===== src/rtl/serial_subtractor4_pkg.sv =====
// Shared arithmetic-library definitions: serial subtractor state encoding,
// default width and a word-level reference subtraction.
package arith_pkg;

    localparam int DEF_WIDTH = 4;

    typedef enum logic [1:0] {
        IDLE  = 2'd0,
        SHIFT = 2'd1,
        DONE  = 2'd2
    } state_t;

    // Returns {Bout, D} in bits [16] and [15:0]; D is masked to w bits.
    function automatic logic [16:0] ref_sub(input logic [15:0] a,
                                            input logic [15:0] b,
                                            input logic        bin,
                                            input int unsigned w);
        logic [15:0] mask;
        logic [15:0] d;
        logic [16:0] lhs;
        logic [16:0] rhs;
        mask = (w >= 16) ? 16'hFFFF : 16'((32'd1 << w) - 32'd1);
        d    = (a - b - 16'(bin)) & mask;
        lhs  = {1'b0, a & mask};
        rhs  = {1'b0, b & mask} + 17'(bin);
        return {(lhs < rhs), d};
    endfunction

endpackage


===== src/rtl/serial_subtractor4_fs.sv =====
// Single-bit full subtractor cell, the borrow counterpart of the ripple-adder
// full-adder cell.
module full_subtractor (
    input  logic a,
    input  logic b,
    input  logic bin,
    output logic d,
    output logic bout
);

    always_comb begin
        d    = a ^ b ^ bin;
        bout = (~a & b) | (~(a ^ b) & bin);
    end

endmodule


===== src/rtl/serial_subtractor4.sv =====
// Bit-serial subtractor D = A - B - Bin, LSB first through one full-subtractor
// cell, with a start/busy/done handshake.
module serial_subtractor4
    import arith_pkg::*;
#(
    parameter int WIDTH = DEF_WIDTH,
    parameter int CNT_W = $clog2(WIDTH + 1)
) (
    input  logic             clk,
    input  logic             rst,
    input  logic             start,
    input  logic             Bin,
    input  logic [WIDTH-1:0] A,
    input  logic [WIDTH-1:0] B,
    output logic             busy,
    output logic             done,
    output logic             Bout,
    output logic [WIDTH-1:0] D
);

    state_t             state;
    state_t             state_nx;
    logic [WIDTH-1:0]   areg;
    logic [WIDTH-1:0]   breg;
    logic [WIDTH-2:0]   res;
    logic [WIDTH-1:0]   res_nx;
    logic               borrow;
    logic [CNT_W-1:0]   cnt;
    logic               last;
    logic               fs_d;
    logic               fs_bout;

    full_subtractor u_fs (
        .a    (areg[0]),
        .b    (breg[0]),
        .bin  (borrow),
        .d    (fs_d),
        .bout (fs_bout)
    );

    // res keeps only the upper WIDTH-1 bits; the final bit joins on the last edge
    assign res_nx = {fs_d, res};
    assign last   = (cnt == CNT_W'(WIDTH - 1));

    always_ff @(posedge clk) begin
        if (rst) begin
            state <= IDLE;
        end else begin
            state <= state_nx;
        end
    end

    always_comb begin
        state_nx = state;
        case (state)
            IDLE:    if (start) state_nx = SHIFT;
            SHIFT:   if (last)  state_nx = DONE;
            DONE:    state_nx = IDLE;
            default: state_nx = IDLE;
        endcase
    end

    always_comb begin
        busy = (state == SHIFT);
        done = (state == DONE);
    end

    always_ff @(posedge clk) begin
        if (rst) begin
            areg   <= '0;
            breg   <= '0;
            res    <= '0;
            borrow <= 1'b0;
            cnt    <= '0;
            D      <= '0;
            Bout   <= 1'b0;
        end else begin
            case (state)
                IDLE: begin
                    if (start) begin
                        areg   <= A;
                        breg   <= B;
                        borrow <= Bin;
                        cnt    <= '0;
                    end
                end
                SHIFT: begin
                    areg   <= areg >> 1;
                    breg   <= breg >> 1;
                    res    <= res_nx[WIDTH-1:1];
                    borrow <= fs_bout;
                    cnt    <= cnt + CNT_W'(1);
                    if (last) begin
                        D    <= res_nx;
                        Bout <= fs_bout;
                    end
                end
                default: ;
            endcase
        end
    end

endmodule


===== config.mk =====
export PLATFORM = sky130hd
export DESIGN_NAME = serial_subtractor4
export DESIGN_NICKNAME = d
export VERILOG_FILES = /design/src/rtl/serial_subtractor4_pkg.sv /design/src/rtl/serial_subtractor4_fs.sv /design/src/rtl/serial_subtractor4.sv
export SDC_FILE = /design/constraint.sdc
export NUM_CORES = 1
export LEC_CHECK = 0
export CORE_MARGIN = 3
export CORE_UTILIZATION = 42
export CTS_CLUSTER_SIZE = 16
export DETAILED_ROUTE_END_ITERATION = 8
export HOLD_SLACK_MARGIN = 0.05
export PLACE_DENSITY = 0.75
export SLEW_MARGIN = 10
export SYNTH_ARGS = -nofsm -noshare
export SYNTH_HDL_FRONTEND = slang
export SYNTH_SLANG_ARGS = --single-unit

===== constraint.sdc =====
create_clock -name clk -period 1.7 [get_ports clk]
set_input_delay 0.51 -clock clk [delete_from_list [all_inputs] [get_ports clk]]
set_output_delay 0.51 -clock clk [all_outputs]
set_load 0.02 [all_outputs]

==> run summary, run 1 <==
- 59.7% — post-layout util
- D[0] — critical hold path startpoint
- 0 — count of flip-flops with a built-in enable after synthesis
- dfxtp_1 (45%), mux2i_1 (12%), a211oi_2 (10%) — dominant cells by area after synthesis
- 3 — number of buffers inserted during clock tree synthesis
- 0 — Maximum Capacitance Violations
- 22 — Num Clock Sinks
- flip-flop — startpoint type of the worst setup path
- reg2out — type of the worst setup path
- 141 — Cell Count Post-Placement
- 44.7% — sequential element share of the synthesized area
- 0 — global route overflow
- 20.3% — share of final-layout standard cells stronger than drive strength 1
- false — setup repair after global routing missed its margin
- 4 — Initial DRT Pass Iterations
- 10.3 um2 — per-instance average area after synthesis
- 1.57 ns — minimum clock period after layout
- 637 MHz — timing-limited maximum frequency
- 4 — highest net fanout along the worst path
- state[0] — launch point of the critical path
- 0.00998 ns — final clock skew
- dfxtp_1 — post-synthesis cell type with the largest combined area
- 4.90% — met3 Usage GRT
- 23.9% — global routing met2 resource utilization
- 54.4 um — die height
- 1380 um — placed wire-length estimate after detailed placement
- 8 — number of DRC markers after the initial detailed-route iteration
- 19 — Ports
- 985 um2 — area of the mapped netlist
- output pin — category of the worst setup path capture point
- 47.3% — starting utilization of the core area
- 1.06 ns — arrival time worst endpoint
- 44.7% — area share of the leading cell type in the synthesized netlist
- 0.523 nW — LEAKAGE
- 12.9 um — drt wl/cell
- 23 — number of distinct library cells after synthesis
- 0.311 ns — measured slew at the worst slew-check pin
- 0 — number of slew-limit violations in the final report
- 111 — Post-Synthesis Net Count
- 23 — maximum number of pins on one net before global-route repair
- 897 nW/um2 — areal power density over the cells
- reg2reg — hold crit path type
- 1 — H-tree Lvls
- built — CTS tree
- 96 — synthesized instance count
- 721 — total via count after detailed routing
- 54.4 um — Horiz. Die Dim
- 0 — final hold violation count
- 690 — via count of the first global-routing pass
- 2 — buffer levels on the longest clock path
- 14.8% — total routing resource utilization after global routing
- 0 — Residual DRC
- met2 — Most Used Layer, Global Route
- 3020 um — global-route wire length before repair
- 22 — number of flip-flops and latches in the synthesized netlist
- 1.19 ns — Req. time, crit path
- 18 — number of I/O port buffers
- 0% — Post-synth ARST share
- 4.97 — via-per-instance ratio
- cnt[0] — worst r2r src
- 0.877 mV — IR drop worst, VDD
- 0 — number of hold buffers added after cts
- 2960 um2 — area of the die
- 26.2% — area grow syn2layout
- 1870 um — final routed wirelength across all metal layers
- 0.31 ns — later-pin clock latency in the skew report
- 0 — warning count from the yosys run
- finished, final reports clean — run status
- 0 — antenna violations before repair
- 18.3% — met1 Use GR
- 2080 um2 — Placeable Area
- 0 — Final setup violation count
- clkbuf_4 — clock root buffer master
- 92.3% — final critical-path share of the clock period
- 79.1% — Slew Limit Headroom
- 16 — number of placement rows
- 145 — Final Instance Count excl. Fillers
- 0.11 ns — Worst-path clk slew
- dfxtp_1 — predominant post-synthesis flop cell
- 0.746 — routability congestion estimate from global placement
- 0 — antenna fix cells
- 0 — antenna viol nets, final
- 134 — Final nets
==> timing repair <==
action | CTS | global route
endpoints found under the setup margin | 7 | 2
endpoints found under the hold margin | 0 | 0
buffers inserted | 0 | 0
gates resized for setup | 12 | 2
pin swaps | 0 | 0
==> cells by family after synthesis <==
| family | Yosys count | synth area share (%) |
|---|---|---|
| AOI/OAI and AO/OA | 18 | 17.7 |
| adders and majority gates | 3 | 4.57 |
| buffers and inverters | 11 | 6.99 |
| DFF | 22 | 44.7 |
| muxes | 12 | 12.2 |
| and+or+nand+nor | 30 | 13.9 |
==> per-layer routing <==
layer / wire (um) / part of all wire (%)
met5: 0 / 0
met4: 21 / 1.1
met3: 86 / 4.6
met2: 903 / 48
met1: 861 / 46
==> worst max-delay path, cell delays in order, from the launching register on <==
cell and delay, ns:
dfxtp_1 0.40, nor2b_2 0.18, clkbuf_2 0.18
==> report_power, final <==
| part | internal (mW) | switching (mW) |
|---|---|---|
| Clock | 0.239 | 0.155 |
| Sequential | 0.542 | 0.0169 |
| Combinational | 0.0835 | 0.0793 |
| Total | 0.864 | 0.251 |
==> per-stage QoR <==
stage | TNS (ns) | hold WS (ns) | power, mW | instance area [um2] | setup slack (ns)
finish | 0 | 0.471 | 1.11 | 1240 | 0.131
global route | 0 | 0.494 | 1.18 | 1240 | 0.0482
CTS | -0.00816 | 0.471 | 1.13 | 1250 | -0.00816
detailed placement | -0.0290 | 0.456 | 0.736 | 1200 | -0.0267
global placement | -0.0371 | 0.446 | 0.730 | 1200 | -0.0371
floorplan | 0 | 0.443 | 0.682 | 985 | 0.390
==> layout by cell type, fill, tap and decap left out, drive strengths merged, types with 4 or more instances in the layout <==
cell type,count
a211oi,8
a21oi,4
a22oi,4
buf,6
clkbuf,4
clkdlybuf4s50,11
dfxtp,22
dlygate4sd2,5
inv,6
mux2i,12
nand2,4
nand3,4
nor2,17
==> area by class of cell <==
type / count / area, um2
fillers: 191 / 840
multi-input cells: 63 / 478
flip-flops and latches: 22 / 442
repair buffers: 23 / 214
well taps: 27 / 33.8
clock inverters: 1 / 30.0
clock buffers: 3 / 22.5
inverters: 6 / 22.5
==> worst paths after layout <==
path,slack (ns),endpoint,depth (start not counted)
worst max-delay path,0.13,busy,2
worst min register to register,0.47,D[0],2
worst min-delay path,0.47,D[0],2
worst max register to register,0.23,Bout,5
==> state kept, by name (all words and copies together) (netlist names) <==
register and count:
cnt 3, res 3, borrow 1, breg 4, state 2, areg 4, D 4, Bout 1
==> synth_stat cells (2+ instances only) <==
| cell | n |
|---|---|
| a211oi_2 | 8 |
| a21oi_1 | 4 |
| buf_6 | 2 |
| nand3_1 | 4 |
| inv_1 | 6 |
| dfxtp_1 | 22 |
| nand2_1 | 4 |
| a22oi_1 | 4 |
| nor2_1 | 16 |
| ha_1 | 2 |
| mux2i_1 | 12 |
Power figures use the tool's default switching activity.
==> run 2, diff against run 1 <==
--- a/config.mk
+++ b/config.mk
@@ -5,6 +5,7 @@
 export SDC_FILE = /design/constraint.sdc
 export NUM_CORES = 1
 export LEC_CHECK = 0
+export ABC_AREA = 0
 export CORE_MARGIN = 3
 export CORE_UTILIZATION = 42
 export CTS_CLUSTER_SIZE = 16
==> results of run 2 <==
No change in the layout: final DEF, timing and power equal those of run 1.
